==> config.mk <==
export PLATFORM = sky130hd
export DESIGN_NAME = addr_wr_sel
export DESIGN_NICKNAME = d
export VERILOG_FILES = /design/src/rtl/addr_wr_sel.sv
export SDC_FILE = /design/constraint.sdc
export NUM_CORES = 1
export LEC_CHECK = 0
export ABC_AREA = 1
export BUFFER_PORTS_ARGS = -buffer_cell sky130_fd_sc_hd__clkbuf_2
export CAP_MARGIN = 20
export CORE_AREA = 2 2 67 56
export CTS_CLUSTER_DIAMETER = 100
export DETAILED_ROUTE_END_ITERATION = 10
export DIE_AREA = 0 0 69 58
export PLACE_DENSITY = 0.82
export RECOVER_POWER = 100
export SETUP_SLACK_MARGIN = 0.3
export SLEW_MARGIN = 20
export SYNTH_ARGS = -nofsm -noshare
export SYNTH_HDL_FRONTEND = slang
export SYNTH_SLANG_ARGS = --single-unit
export TNS_END_PERCENT = 100
==> constraint.sdc <==
create_clock -name clk -period 4.63 [get_ports clk]
set_input_delay 0.926 -clock clk [delete_from_list [all_inputs] [get_ports clk]]
set_output_delay 0.926 -clock clk [all_outputs]
set_load 0.02 [all_outputs]
==> src/rtl/addr_wr_sel.sv <==
// addr_wr_sel: write-address / write-enable generator for the result SRAM queues.
// One serial counter per job is de-skewed into per-queue row addresses, so
// queue k writes rows 0..ROW_COUNT-1 starting k*QUEUE_SIZE cycles after queue 0.
// Optional feature: define ADDR_WR_SEL_ERR_EN to add a sticky 'err' output that
// flags a start request arriving while a job is already in progress.
module addr_wr_sel #(
  parameter int ARRAY_SIZE  = 8,
  parameter int QUEUE_COUNT = (ARRAY_SIZE + 3) / 4,
  parameter int QUEUE_SIZE  = 4,
  parameter int ROW_COUNT   = 99,
  parameter int ADDR_WIDTH  = 10,
  parameter int ADDR_IDLE   = 127
) (
  input  logic                              clk,
  input  logic                              rst,
  input  logic                              start,
  input  logic                              stall,
  output logic                              busy,
  output logic                              done,
  output logic [QUEUE_COUNT*ADDR_WIDTH-1:0] sram_waddr_packed,
  output logic [QUEUE_COUNT-1:0]            sram_wen_packed
`ifdef ADDR_WR_SEL_ERR_EN
  ,
  output logic                              err
`endif
);

  // Last counter value of a job: the last queue has just written its final row.
  localparam logic [ADDR_WIDTH-1:0] CNT_LAST  = ADDR_WIDTH'((QUEUE_COUNT - 1) * QUEUE_SIZE + ROW_COUNT - 1);
  localparam logic [ADDR_WIDTH-1:0] IDLE_ADDR = ADDR_WIDTH'(ADDR_IDLE);
  localparam logic [ADDR_WIDTH-1:0] ROW_LAST  = ADDR_WIDTH'(ROW_COUNT - 1);

  typedef enum logic [1:0] {
    ST_IDLE = 2'd0,
    ST_RUN  = 2'd1,
    ST_DONE = 2'd2
  } state_t;

  state_t                r_state;
  state_t                w_nextState;
  logic [ADDR_WIDTH-1:0] r_cnt;
  logic                  r_done;
  logic                  w_accept;
  logic                  w_advance;

  // A start is only honoured from IDLE; the counter moves only on non-stalled RUN cycles.
  assign w_accept  = (r_state == ST_IDLE) && start;
  assign w_advance = (r_state == ST_RUN) && !stall;

  assign busy = (r_state != ST_IDLE);
  assign done = r_done;

  // State register.
  always_ff @(posedge clk or posedge rst) begin
    if (rst) begin
      r_state <= ST_IDLE;
    end else begin
      r_state <= w_nextState;
    end
  end

  // Next-state logic: a stalled cycle never leaves RUN, even on the last count.
  always_comb begin
    w_nextState = r_state;
    case (r_state)
      ST_IDLE: if (start) w_nextState = ST_RUN;
      ST_RUN:  if (!stall && (r_cnt == CNT_LAST)) w_nextState = ST_DONE;
      ST_DONE: w_nextState = ST_IDLE;
      default: w_nextState = ST_IDLE;
    endcase
  end

  // Job counter: cleared when a job is accepted, incremented on every productive cycle.
  always_ff @(posedge clk or posedge rst) begin
    if (rst) begin
      r_cnt <= '0;
    end else if (w_accept) begin
      r_cnt <= '0;
    end else if (w_advance) begin
      r_cnt <= r_cnt + 1'b1;
    end
  end

  // Completion pulse: registered while passing through DONE, which lasts one cycle.
  always_ff @(posedge clk or posedge rst) begin
    if (rst) begin
      r_done <= 1'b0;
    end else begin
      r_done <= (r_state == ST_DONE);
    end
  end

  for (genvar k = 0; k < QUEUE_COUNT; k++) begin : g_queue
    localparam logic [ADDR_WIDTH:0] OFF = (ADDR_WIDTH + 1)'(k * QUEUE_SIZE);

    logic [ADDR_WIDTH:0]   w_diff;
    logic                  w_inWin;
    logic [ADDR_WIDTH-1:0] r_waddr;
    logic                  r_wen;

    // The extra top bit of the difference flags cnt < offset, so the window test needs
    // no separate lower-bound compare and the row address is the low bits of the difference.
    assign w_diff  = {1'b0, r_cnt} - OFF;
    assign w_inWin = !w_diff[ADDR_WIDTH] && (w_diff[ADDR_WIDTH-1:0] <= ROW_LAST);

    // Per-queue write port: address/enable from the current count; a stall drops the
    // enable but keeps the last address so the SRAM port sees no spurious change.
    always_ff @(posedge clk or posedge rst) begin
      if (rst) begin
        r_waddr <= IDLE_ADDR;
        r_wen   <= 1'b0;
      end else if (w_advance) begin
        if (w_inWin) begin
          r_waddr <= w_diff[ADDR_WIDTH-1:0];
          r_wen   <= 1'b1;
        end else begin
          r_waddr <= IDLE_ADDR;
          r_wen   <= 1'b0;
        end
      end else if (r_state == ST_RUN) begin
        r_wen <= 1'b0;
      end else begin
        r_waddr <= IDLE_ADDR;
        r_wen   <= 1'b0;
      end
    end

    assign sram_waddr_packed[(k+1)*ADDR_WIDTH-1 -: ADDR_WIDTH] = r_waddr;
    assign sram_wen_packed[k] = r_wen;
  end

`ifdef ADDR_WR_SEL_ERR_EN
  logic r_err;

  // Sticky protocol error: start seen while busy; cleared by the next accepted start.
  always_ff @(posedge clk or posedge rst) begin
    if (rst) begin
      r_err <= 1'b0;
    end else if (w_accept) begin
      r_err <= 1'b0;
    end else if (start && (r_state != ST_IDLE)) begin
      r_err <= 1'b1;
    end
  end

  assign err = r_err;
`endif

endmodule

# Word-level counts from Yosys, hierarchy flattened
# Index checks and enable logic that the tools add are counted.
[word_totals] word_cells=41 output_inout_bits=24 reg_bits=35
[op_classes] addsub=2 eq_ne=6 n_reduce_logical=10 n_mux=14 magnitude_cmp=2
[ops] operator="2-to-1 mux 10 bit" n=7
[ops] operator="<= comparator 10 x 7 -> 1 bit, second input constant" n=2
[ops] operator="subtractor 10 x 3 -> 11 bit, second input constant" n=1
[ops] operator="adder 10 x 1 -> 10 bit, second input constant" n=1
[ops] operator="== test 10 x 7 -> 1 bit, second input constant" n=1
[ops] operator="logical AND 1 bit" n=4
[ops] operator="2-to-1 mux 1 bit" n=4
[ops] operator="2-to-1 mux 2 bit" n=2
[ops] operator="!= test 2 bit, second input constant" n=2
[ops] operator="one-hot mux 2 bit (2 select lines)" n=1
[ops] operator="nonzero test 2 bit" n=2
[ops] operator="== test 2 x 1 -> 1 bit, second input constant" n=1
[ops] operator="== test 2 bit, second input constant" n=1
[ops] operator="zero test 1 bit" n=2
[ops] operator="zero test 2 bit" n=1
[ops] operator="!= test 2 x 1 -> 1 bit, second input constant" n=1
[ops] operator="AND reduction 2 bit" n=1

# Logic depth before layout (Yosys ltp)
# Gate-level depths: netlist of run 1.
[logic_depth] word_depth=5 ltp_mapped=11 ltp_nobuf=11

# Worst setup path after synthesis of run 1
# OpenSTA, ideal clock, no wires.
[synth_timing] kind="input port to flip-flop" start="input port stall" end="register r_cnt[6]" path_stages=6 arrival_time_ps=1613 required_ps=4499 path_slack_ps=2887 setup_time_ps=131 cell_sequence="inv_1 nand2_2 nor2_1 nand2_1 o21ai_0 a21oi_1"
[synth_via] elab_chain_len=3
[synth_rtl] item="start: declaration" line_no="17" rtl="input logic stall,"
[synth_rtl] item="zero test 1 bit" line_no="48" rtl="assign w_advance = (r_state == ST_RUN) && !stall;"
[synth_rtl] item="logical AND 1 bit" line_no="48"
[synth_rtl] item="nonzero test 2 bit (no line)"
[synth_rtl] item="end signal: assignment" line_no="80" rtl="r_cnt <= r_cnt + 1'b1;"
[synth_rtl] item="end: declaration" line_no="41" rtl="logic [ADDR_WIDTH-1:0] r_cnt;"
# Every way passes these cells.
# A chain may end at the register's enable or synchronous reset.

# Worst setup path in the final report of run 1
[layout_timing] start="register r_cnt[2]" end="register g_queue[1].r_waddr[2]"
[layout_via] elab_chain_len=5 word_cells_on_any_way=6
[layout_rtl] item="subtractor 10 x 3 -> 11 bit (*)" line_no="103" rtl="assign w_diff = {1'b0, r_cnt} - OFF;"
[layout_rtl] item="<= comparator 10 x 7 -> 1 bit or zero test 1 bit (tied branches)" line_no="104" rtl="assign w_inWin = !w_diff[ADDR_WIDTH] && (w_diff[ADDR_WIDTH-1:0] <= ROW_LAST);"
[layout_rtl] item="logical AND 1 bit" line_no="104"
[layout_rtl] item="2-to-1 mux 10 bit (*)" line_no="113" rtl="if (w_inWin) begin"
[layout_rtl] item="2-to-1 mux 10 bit (*)" line_no="112" rtl="end else if (w_advance) begin"
[layout_rtl] item="end signal: assignment" line_no="114" rtl="r_waddr <= w_diff[ADDR_WIDTH-1:0];"
[layout_rtl] item="end: declaration" line_no="98" rtl="logic [ADDR_WIDTH-1:0] r_waddr;"
# Every way passes the cells marked *; elsewhere a longest branch is shown, timed or not.

==> results of run 1 <==
==> cell families (layout without fill, tap and decap cells) <==
group / Yosys count / count (layout)
and+or+nand+nor: 117 / 117
buffers and inverters: 45 / 74
DFF: 35 / 35
AOI/OAI and AO/OA: 28 / 28
adders and majority gates: 7 / 7
xor gates and xnor gates: 1 / 1
==> layout by cell type, fill, tap and decap left out <==
| master | instances |
|---|---|
| sky130_fd_sc_hd__nor2_4 | 2 |
| sky130_fd_sc_hd__clkinv_1 | 1 |
| sky130_fd_sc_hd__nand2_1 | 53 |
| sky130_fd_sc_hd__clkinv_2 | 2 |
| sky130_fd_sc_hd__nand3_2 | 1 |
| sky130_fd_sc_hd__clkbuf_2 | 3 |
| sky130_fd_sc_hd__and3b_1 | 1 |
| sky130_fd_sc_hd__inv_1 | 34 |
| sky130_fd_sc_hd__nor2_1 | 34 |
| sky130_fd_sc_hd__o21ai_4 | 1 |
| sky130_fd_sc_hd__clkbuf_1 | 26 |
| sky130_fd_sc_hd__a21oi_2 | 7 |
| sky130_fd_sc_hd__nor2_2 | 2 |
| sky130_fd_sc_hd__dfrtp_1 | 21 |
| sky130_fd_sc_hd__nor3_1 | 2 |
| sky130_fd_sc_hd__o21ai_1 | 1 |
| sky130_fd_sc_hd__nand2_4 | 1 |
| sky130_fd_sc_hd__nand4_1 | 8 |
| sky130_fd_sc_hd__o22ai_1 | 3 |
| sky130_fd_sc_hd__clkbuf_8 | 5 |
| sky130_fd_sc_hd__clkinvlp_4 | 1 |
| sky130_fd_sc_hd__o21ai_2 | 1 |
| sky130_fd_sc_hd__inv_4 | 2 |
| sky130_fd_sc_hd__nand3_4 | 1 |
| sky130_fd_sc_hd__o21ai_0 | 7 |
| sky130_fd_sc_hd__xnor2_1 | 1 |
| sky130_fd_sc_hd__nand2_2 | 2 |
| sky130_fd_sc_hd__a21oi_1 | 7 |
| sky130_fd_sc_hd__a31oi_1 | 1 |
| sky130_fd_sc_hd__ha_1 | 7 |
| sky130_fd_sc_hd__dfstp_2 | 14 |
| sky130_fd_sc_hd__nand3_1 | 10 |
==> sequential cells by signal, summed over array words and instances (netlist names) <==
signal / flops
done: 1
g_queue.r_wen: 2
r_cnt: 10
r_state: 2
g_queue.r_waddr: 20
==> path summary, 6_finish.rpt <==
check | from | to | slack (ns) | cells after the start
min in group asynchronous | rst | g_queue[0].r_waddr[7] | 1.24 | 3
worst max register to register | r_cnt[2] | g_queue[1].r_waddr[2] | 2.27 | 11
worst min-delay path | r_state[0] | done | 0.47 | 1
worst max-delay path | r_cnt[2] | g_queue[1].r_waddr[2] | 2.27 | 11
max in group asynchronous | rst | r_cnt[9] | 2.37 | 3
worst min register to register | r_state[0] | done | 0.47 | 1
==> where the power goes <==
group / internal [mW] / total (mW) / switching [mW] / leakage (nW)
combinational: 0.144 / 0.432 / 0.289 / 0.564
sequential: 0.380 / 0.447 / 0.0668 / 0.427
clock: 0.105 / 0.213 / 0.108 / 0.0412
total: 0.629 / 1.09 / 0.464 / 1.03
==> area by class of cell <==
type	instances	area, um^2	area share
Inverter	38	149	0.0708
Timing Repair Buffer	28	109	0.0518
Clock inverter	2	12.5	0.00595
Multi-Input combinational cell	153	815	0.387
Sequential cell	35	893	0.425
Clock buffer	6	72.6	0.0345
Tap cell	42	52.6	0.0250
==> routing by layer <==
| layer | GRT usage | vias to the layer above |
|---|---|---|
| met5 | 0 | - |
| met2 | 0.357 | 33 |
| met1 | 0.301 | 738 |
| met4 | 0.0840 | 0 |
| met3 | 0.0557 | 5 |
| li1 | - | 786 |
==> insert_results.sql, run 1 <==
INSERT INTO impl_metrics (metric_group, metric, value, unit) VALUES
('synthesis', 'synth_top_cells_by_area', 'sky130_fd_sc_hd__dfrtp_1 27%, sky130_fd_sc_hd__dfstp_2 19%, sky130_fd_sc_hd__nand2_1 9.5%, sky130_fd_sc_hd__inv_1 6.4%, sky130_fd_sc_hd__nor2_1 6.0%', ''),
('worst_setup_path', 'setup.worst_path.start_class', 'register', ''),
('synthesis', 'synth-adder-area-share', '0.0450', ''),
('clock_network', 'tritoncts', 'built', ''),
('synthesis', 'synth_simple_gate_area_share', '0.298', ''),
('placement', 'pre_cts_slack', '2.65', 'ns'),
('global_route', 'grt_pass1_vias', '1500', ''),
('timing', 'setup_viol', '0', ''),
('synthesis', 'synth_seq_area_share', '0.459', ''),
('synthesis', 'mappedNetlistNets', '244', ''),
('placement', 'placement.cell_area', '0.00210', 'mm^2'),
('synthesis', 'ys_warn_count', '0', ''),
('pwr', 'report.power.total', '1.09', 'mW'),
('detailed_routing', 'drt-initial-drc-count', '129', ''),
('detailed_routing', 'count_of_vias_placed_by_the_detailed_router', '1562', ''),
('worst_setup_path', 'path_max_fanout', '8', ''),
('detailed_routing', 'drt_first_pass_iters', '4', ''),
('global_route', 'largest_net_degree_at_the_start_of_global_routing', '36', ''),
('synthesis', 'leading_cell_type_by_number_of_instances_after_synthesis', 'sky130_fd_sc_hd__nand2_1', ''),
('timing', 'timing.final.hold_violations', '0', ''),
('cells_and_area', 'finish.utilization', '0.632', ''),
('synthesis', 'post_synth_instance_area', '0.00195', 'mm^2'),
('cells_and_area', 'layoutNonFillerInstCount', '304', ''),
('status', 'status', 'finished with violations', ''),
('detailed_routing', 'drt_wl_total', '4.07', 'mm'),
('worst_setup_path', 'critPathKind', 'register to register', ''),
('cells_and_area', 'syn2layout_area_growth', '8.10', '%'),
('cells_and_area', 'finish.net_count', '272', ''),
('cells_and_area', 'fraction_of_layout_instances_using_a_drive_strength_above_1', '0.172', ''),
('synthesis', 'synth_xor_area_frac', '0.00450', ''),
('pwr', 'ir_worst_vdd', '0.000287', 'V'),
('clock_network', 'clk_path_buf_depth', '2', ''),
('worst_setup_path', 'worst_ep_required_time', '4.82', 'ns'),
('run', 'maxCapViolCount', '1', ''),
('clock_network', 'cts_hold_repair.buffers', '0', ''),
('min_path', 'hold_class', 'register to register', ''),
('timing', 'setup_tns', '0', 'ns'),
('worst_setup_path', 'critical-path-max-stage-delay', '0.62', 'ns'),
('detailed_routing', 'wl_met3', '225', 'um'),
('synthesis', 'synth_mux_area_frac', '0', ''),
('worst_setup_path', 'crit_path_end_kind', 'register', ''),
('cells_and_area', 'num-fill-cells', '301', ''),
('synthesis', 'ys_types', '34', ''),
('floorplan', 'horizontal_die_dimension', '69', 'um'),
('clock_network', 'numCtsBuffers', '5', ''),
('floorplan', 'row_count', '19', ''),
('synthesis', 'postSynthCellCount', '233', ''),
('timing', 'finalClockSkew', '0.00524', 'ns'),
('synthesis', 'largest_family_of_logic_cells_by_synthesized_area', 'simple AND/OR/NAND/NOR gates', ''),
('timing', 'slew_viol_final', '36', ''),
('synthesis', 'ys_top_cells_by_count', '49 x sky130_fd_sc_hd__nand2_1, 33 x sky130_fd_sc_hd__inv_1, 31 x sky130_fd_sc_hd__nor2_1', ''),
('timing', 'unrepaired_setup_endpoints_after_global_routing', 'no', ''),
('detailed_routing', 'wl_per_cell', '13.4', 'um'),
('floorplan', 'die-area', '0.00400', 'mm^2'),
('worst_setup_path', 'timing.critical_path.max_delay_family', 'simple AND/OR/NAND/NOR gates', ''),
('global_route', 'grt.total_usage', '0.224', ''),
('global_route', 'grt_overflow_total', '0', ''),
('worst_setup_path', 'critPathSlowestCell', 'sky130_fd_sc_hd__nor2_1', ''),
('cells_and_area', 'layout.cell_area.non_filler', '0.00210', 'mm^2'),
('synthesis', 'yosysTopAreaCell', 'sky130_fd_sc_hd__dfrtp_1', ''),
('synthesis', 'netlist.area_leader.share', '0.270', ''),
('placement', 'dp.final_hpwl', '2.97', 'mm'),
('synthesis', 'avgSynthCellArea', '8.35', 'um^2'),
('status', 'failed_checks', 'max-capacitance violations, max-slew violations', ''),
('detailed_routing', 'met2_wirelength', '1.88', 'mm'),
('global_route', 'antenna_found_initial', '0', ''),
('floorplan', 'initial_core_util', '0.585', ''),
('timing', 'final.setup.worst_slack', '2.27', 'ns'),
('synthesis', 'synthArstFlopShare', '1.00', ''),
('clock_network', 'cts.repair_timing.setup_buffer_count', '0', ''),
('synthesis', 'synth-main-ff-cell', 'sky130_fd_sc_hd__dfrtp_1', '');
(Power assumes the default switching activity.)
==> inputs of run 2 (changes only) <==
CORE_AREA = 2 2 69 58   (was 2 2 67 56)
DIE_AREA = 0 0 71 60   (was 0 0 69 58)
PLACE_DENSITY = 0.77   (was 0.82)
clock period = 2.3 ns   (was 4.63 ns; I/O delays follow)
==> insert_results.sql, run 2 (same netlist as run 1, synthesis figures left out) <==
INSERT INTO impl_metrics (metric_group, metric, value, unit) VALUES
('placement', 'placement.io_buffers', '27', ''),
('placement', 'pre_cts_slack', '0.533', 'ns'),
('cells_and_area', 'syn2layout_area_growth', '9.39', '%'),
('cells_and_area', 'num-fill-cells', '336', ''),
('global_route', 'antenna_found_initial', '0', ''),
('timing', 'setup_tns', '0', 'ns'),
('detailed_routing', 'viasPerCell', '5.03', ''),
('floorplan', 'initial_core_util', '0.536', ''),
('timing', 'unrepaired_setup_endpoints_after_global_routing', 'no', ''),
('floorplan', 'pin_count', '28', ''),
('floorplan', 'core_region_area', '0.00363', 'mm^2'),
('detailed_routing', 'ant_nets', '0', ''),
('global_route', 'grt_pass1_vias', '1467', ''),
('global_route', 'grt_overflow_total', '0', ''),
('worst_setup_path', 'critPathSlowestCell', 'sky130_fd_sc_hd__dfrtp_1', ''),
('min_path', 'hold_class', 'input port to async pin', ''),
('cells_and_area', 'max_flop_register', 'g_queue.r_waddr', ''),
('worst_setup_path', 'crit_top_cell', 'sky130_fd_sc_hd__nand2_1', ''),
('clock_network', 'cts.sinks', '35', ''),
('timing', 'finalClockSkew', '0.00189', 'ns'),
('worst_setup_path', 'setup.worst_path.start_class', 'register', ''),
('clock_network', 'clkLatencyLatePin', '0.29', 'ns'),
('pwr', 'power_density', '1100', 'mW/mm^2'),
('pwr', 'leakagePower', '1.06', 'nW'),
('timing', 'timing.final.hold_violations', '0', ''),
('floorplan', 'die_height', '60', 'um'),
('clock_network', 'tritoncts', 'built', ''),
('cells_and_area', 'largest_register_ffs', '20', ''),
('detailed_routing', 'drt_first_pass_iters', '4', ''),
('status', 'status', 'finished, final reports clean', ''),
('worst_setup_path', 'cp_cell_sequence', 'inv_1, ha_1, xnor2_1, nand2_1, nand3_1, nand2_1, nor2_8, a21oi_1', ''),
('global_route', 'grt_first_pass_wirelength', '6.65', 'mm'),
('clock_network', 'path_clk_slew', '0.07', 'ns'),
('clock_network', 'clk_path_buf_depth', '2', ''),
('worst_setup_path', 'timing.critical_path.max_delay_family', 'simple AND/OR/NAND/NOR gates', ''),
('worst_setup_path', 'critical_path_buf_inv_count', '1', ''),
('worst_setup_path', 'critPathKind', 'register to register', ''),
('global_route', 'met3_track_utilization_from_global_routing', '0.0675', ''),
('worst_setup_path', 'worst_ep_required_time', '2.52', 'ns'),
('detailed_routing', 'drt_drc_violations_left', '0', ''),
('global_route', 'grt_util_met1', '0.268', ''),
('timing', 'slew_viol_final', '0', ''),
('pwr', 'ir_worst_vdd', '0.000717', 'V'),
('worst_setup_path', 'critical-path-max-stage-delay', '0.45', 'ns'),
('clock_network', 'cts-root-buf', 'sky130_fd_sc_hd__clkbuf_8', ''),
('placement', 'dp.final_hpwl', '2.89', 'mm'),
('global_route', 'largest_net_degree_at_the_start_of_global_routing', '36', ''),
('floorplan', 'row_count', '20', ''),
('timing', 'max_slew.worst_pin.slew', '0.861', 'ns'),
('timing', 'setup_viol', '0', ''),
('clock_network', 'numCtsBuffers', '5', ''),
('detailed_routing', 'drt-initial-drc-count', '101', ''),
('detailed_routing', 'count_of_vias_placed_by_the_detailed_router', '1540', ''),
('floorplan', 'die-area', '0.00426', 'mm^2'),
('cells_and_area', 'most-common-layout-cells', '55 x sky130_fd_sc_hd__nand2_1, 34 x sky130_fd_sc_hd__inv_1, 33 x sky130_fd_sc_hd__nor2_1', ''),
('cells_and_area', 'fraction_of_layout_instances_using_a_drive_strength_above_1', '0.160', ''),
('timing', 'slew_headroom', '0.426', ''),
('floorplan', 'horizontal_die_dimension', '71', 'um'),
('cells_and_area', 'n_diodes', '0', ''),
('worst_setup_path', 'critPathArrivalTime', '2.08', 'ns'),
('detailed_routing', 'drt_wl_total', '3.99', 'mm'),
('timing', 'final.setup.worst_slack', '0.437', 'ns'),
('cells_and_area', 'most_common_cell_after_layout_fill_and_taps_aside', 'sky130_fd_sc_hd__nand2_1', ''),
('worst_setup_path', 'crit_path_end_kind', 'register', ''),
('global_route', 'grt.busiest_layer', 'met2', ''),
('clock_network', 'clock_tree.htree_level_count', '2', ''),
('placement', 'globalplace.congestion', '0.867', ''),
('worst_setup_path', 'path_max_fanout', '8', ''),
('global_route', 'grt.total_usage', '0.208', ''),
('global_route', 'grt_util_met2', '0.340', ''),
('timing', 'fin_crit', '1.86', 'ns'),
('run', 'maxCapViolCount', '0', ''),
('timing', 'final.period_utilization', '0.810', ''),
('detailed_routing', 'wl_per_cell', '13.0', 'um'),
('timing', 'max_freq', '537', 'MHz'),
('cells_and_area', 'finish.net_count', '272', ''),
('cells_and_area', 'layout_top_registers', 'g_queue.r_waddr (20), r_cnt (10)', '');
==> run 2: cell count changes in the layout (fill, tap and decap cells not counted), sizes merged <==
cell and change:
bufinv +1, clkinvlp -1, clkbuf -1, clkinv +1
==> run 2: routing by layer <==
layer | vias up | routed length [um] | share of wire
li1 | 784 | - | -
met1 | 709 | 1890 | 0.47
met2 | 41 | 1820 | 0.46
met3 | 6 | 232 | 0.058
met4 | 0 | 45 | 0.011
met5 | - | 0 | 0
==> run 2: cell type report <==
class                      instances  area, um^2  area share
clock buffer                       5        68.8      0.0323
inverter                          38         149      0.0700
sequential                        35         895       0.420
timing repair buffer              28         110      0.0517
multi-input combinational        153         807       0.379
tap                               44        55.1      0.0259
clock inverter                     3        43.8      0.0206
==> run 2: power breakdown <==
group	leakage, nW	internal, mW	switching (mW)	total, mW
Combinational	0.581	0.294	0.603	0.897
Clock	0.0581	0.322	0.229	0.551
Sequential	0.426	0.767	0.123	0.890
==> run 2: per-stage QoR <==
step,power (mW),instance area [um^2],instances,hold slack [ns],utilization
floorplan,1.63,1950,233,0.443,-
global placement,1.81,2100,298,0.458,0.579
detailed placement,1.83,2100,298,0.458,0.579
CTS,2.40,2210,306,0.252,0.610
global route,2.51,2130,306,0.478,0.587
finish,2.34,2130,306,0.400,0.587
==> run 2: tightest hold or removal path: cells and delay by family <==
family                 cells  cell delay [ns]
buffers and inverters      3             0.77
==> run 2: repair_timing <==
action                                  4_1_cts  5_1_grt
hold buffers                                  0        0
resized for setup                             0        1
endpoints found under the setup margin        0        7
setup buffers                                 0        0
==> run 2: final timing paths <==
path	startpoint	endpoint	slack, ns	depth (start not counted)
setup / recovery	r_cnt[3]	g_queue[1].r_waddr[0]	0.44	8
min in group clk	r_state[0]	done	0.45	1
setup reg to reg	r_cnt[3]	g_queue[1].r_waddr[0]	0.44	8
max in group asynchronous	rst	r_cnt[2]	1.32	3
hold reg to reg	r_state[0]	done	0.45	1
hold / removal	rst	r_state[1]	0.40	3
==> inputs of run 3 (changes only) <==
CORE_AREA = 2 2 73 61   (was 2 2 69 58)
DIE_AREA = 0 0 75 63   (was 0 0 71 60)
PLACE_DENSITY = 0.73   (was 0.77)
clock period = 1.65 ns   (was 2.3 ns; I/O delays follow)
==> insert_results.sql, run 3 (same netlist as run 1, synthesis figures left out) <==
INSERT INTO impl_metrics (metric_group, metric, value, unit) VALUES
('clock_network', 'cts-root-buf', 'sky130_fd_sc_hd__clkbuf_8', ''),
('timing', 'fin_crit', '1.55', 'ns'),
('global_route', 'grt.total_usage', '0.208', ''),
('pwr', 'power_density', '1500', 'mW/mm^2'),
('worst_setup_path', 'worst_ep_required_time', '1.87', 'ns'),
('placement', 'globalplace.congestion', '0.875', ''),
('timing', 'final.period_utilization', '0.942', ''),
('placement', 'placement.io_buffers', '27', ''),
('status', 'status', 'finished, final reports clean', ''),
('run', 'maxCapViolCount', '0', ''),
('cells_and_area', 'fraction_of_layout_instances_using_a_drive_strength_above_1', '0.349', ''),
('floorplan', 'pin_count', '28', ''),
('worst_setup_path', 'timing.critical_path.max_delay_family', 'simple AND/OR/NAND/NOR gates', ''),
('clock_network', 'numCtsBuffers', '5', ''),
('timing', 'setup_viol', '0', ''),
('pwr', 'switching_power_summed_over_all_nets', '1.60', 'mW'),
('cells_and_area', 'syn2layout_area_growth', '25.9', '%'),
('floorplan', 'core_region_area', '0.00402', 'mm^2'),
('pwr', 'clockPowerShare', '0.171', ''),
('timing', 'setup_tns', '0', 'ns'),
('floorplan', 'horizontal_die_dimension', '75', 'um'),
('timing', 'finalClockSkew', '0.00353', 'ns'),
('global_route', 'grt_pass1_vias', '1528', ''),
('cells_and_area', 'layout.cell_area.non_filler', '0.00245', 'mm^2'),
('global_route', 'grt_overflow_total', '0', ''),
('global_route', 'antenna_found_initial', '0', ''),
('global_route', 'grt_first_pass_wirelength', '7.29', 'mm'),
('global_route', 'largest_net_degree_at_the_start_of_global_routing', '36', ''),
('pwr', 'seq_power_share', '0.332', ''),
('cells_and_area', 'largest_register_ffs', '20', ''),
('clock_network', 'clkLatencyLatePin', '0.29', 'ns'),
('clock_network', 'path_clk_slew', '0.07', 'ns'),
('floorplan', 'initial_core_util', '0.484', ''),
('detailed_routing', 'ant_nets', '0', ''),
('pwr', 'leakagePower', '1.17', 'nW'),
('worst_setup_path', 'critical-path-max-stage-delay', '0.39', 'ns'),
('worst_setup_path', 'path_max_fanout', '8', ''),
('cells_and_area', 'max_flop_register', 'g_queue.r_waddr', ''),
('worst_setup_path', 'critPathArrivalTime', '1.78', 'ns'),
('clock_network', 'clock_tree.htree_level_count', '2', ''),
('cells_and_area', 'layout_top_registers', 'g_queue.r_waddr (20), r_cnt (10)', ''),
('pwr', 'comb_power_share', '0.498', ''),
('worst_setup_path', 'setup.worst_path.start_class', 'register', ''),
('worst_setup_path', 'regToRegSetupSlack', '0.1', 'ns'),
('pwr', 'power.switching_fraction', '0.437', ''),
('worst_setup_path', 'crit_path_end_kind', 'register', ''),
('worst_setup_path', 'cp_cell_sequence', 'inv_4, buf_4, ha_2, nand2_1, nand2_1, nand2_1, nand2_2, nand3_4, nand2_4, nor2_8, a21oi_1', ''),
('pwr', 'ir_worst_vdd', '0.000686', 'V'),
('floorplan', 'row_count', '21', ''),
('timing', 'timing.hold.ws', '0.263', 'ns'),
('detailed_routing', 'count_of_vias_placed_by_the_detailed_router', '1693', ''),
('cells_and_area', 'most_common_cell_after_layout_fill_and_taps_aside', 'sky130_fd_sc_hd__nand2_1', ''),
('timing', 'timing.final.hold_violations', '0', ''),
('placement', 'placement.cell_area', '0.00217', 'mm^2'),
('timing', 'max_slew.worst_pin.slew', '0.854', 'ns'),
('cells_and_area', 'finish.net_count', '291', ''),
('detailed_routing', 'drt_drc_violations_left', '0', ''),
('clock_network', 'cts.sinks', '35', ''),
('detailed_routing', 'drt_wl_total', '4.68', 'mm'),
('placement', 'dp.final_hpwl', '3.10', 'mm'),
('clock_network', 'tritoncts', 'built', ''),
('timing', 'max_freq', '643', 'MHz'),
('timing', 'slew_headroom', '0.431', ''),
('detailed_routing', 'drt-initial-drc-count', '95', ''),
('cells_and_area', 'n_diodes', '0', ''),
('detailed_routing', 'drt_first_pass_iters', '5', ''),
('detailed_routing', 'viasPerCell', '5.01', ''),
('detailed_routing', 'wl_per_cell', '13.9', 'um'),
('floorplan', 'die_height', '63', 'um'),
('cells_and_area', 'most-common-layout-cells', '47 x sky130_fd_sc_hd__nand2_1, 28 x sky130_fd_sc_hd__inv_1, 28 x sky130_fd_sc_hd__nor2_1', ''),
('worst_setup_path', 'critPathKind', 'register to register', ''),
('worst_setup_path', 'critPathSlowestCell', 'sky130_fd_sc_hd__dfrtp_1', ''),
('timing', 'slew_viol_final', '0', ''),
('pwr', 'p_int', '2.07', 'mW'),
('timing', 'unrepaired_setup_endpoints_after_global_routing', 'yes', ''),
('floorplan', 'die-area', '0.00473', 'mm^2'),
('worst_setup_path', 'crit_top_cell', 'sky130_fd_sc_hd__nand2_1', ''),
('min_path', 'hold_class', 'input port to async pin', ''),
('clock_network', 'clk_path_buf_depth', '2', ''),
('worst_setup_path', 'critical_path_buf_inv_count', '2', '');
-- run 3: what timing repair did --
action,CTS,global route
setup buffers,8,7
endpoints found under the setup margin,20,32
hold buffers,0,0
gates resized for setup,20,36
pin swaps,8,11
-- run 3: layout make-up --
| class | count | area [um^2] |
|---|---|---|
| tap | 57 | 71.3 |
| multi-input combinational | 153 | 968 |
| fill | 369 | 1570 |
| sequential | 35 | 900 |
| clock inverter | 3 | 20.0 |
| timing repair buffer | 47 | 265 |
| clock buffer | 5 | 68.8 |
| inverter | 38 | 156 |
-- run 3: power by group through the flow --
stage	logic (mW)	clock network [mW]	registers, mW
2_1_floorplan	0.985	0	1.34
3_3_place_gp	1.40	0	1.22
3_5_place_dp	1.44	0	1.23
4_1_cts	1.66	0.634	1.21
5_1_grt	2.00	0.686	1.24
6_report	1.83	0.626	1.22
-- run 3: metrics by stage --
stage | setup slack, ns | utilization | cells | power [mW]
2_1_floorplan | 0.181 | - | 233 | 2.32
3_3_place_gp | 0.101 | 0.539 | 315 | 2.63
3_5_place_dp | 0.0288 | 0.539 | 315 | 2.68
4_1_cts | 0.140 | 0.592 | 331 | 3.51
5_1_grt | 0.0105 | 0.609 | 338 | 3.92
6_report | 0.0950 | 0.609 | 338 | 3.67
-- run 3: worst min-delay path, delay by kind of cell --
family / cells / cell delay (ns)
buf+inv: 3 / 0.77
-- run 3: routing by layer --
| layer | up-vias | wire length, um | GRT usage |
|---|---|---|---|
| li1 | 832 | - | - |
| met1 | 794 | 2030 | 0.282 |
| met2 | 55 | 2280 | 0.305 |
| met3 | 12 | 266 | 0.0661 |
| met4 | 0 | 106 | 0.0826 |
| met5 | - | 0 | 0 |
-- run 3: path summary, 6_finish.rpt --
path	to	cells past startpoint	start
setup / recovery	g_queue[1].r_waddr[0]	11	r_cnt[3]
hold / removal	g_queue[0].r_waddr[9]	3	rst
setup reg to reg	g_queue[1].r_waddr[0]	11	r_cnt[3]
hold reg to reg	g_queue[0].r_waddr[6]	2	g_queue[0].r_waddr[6]
max in group asynchronous	r_cnt[6]	3	rst
min in group clk	r_cnt[9]	4	stall
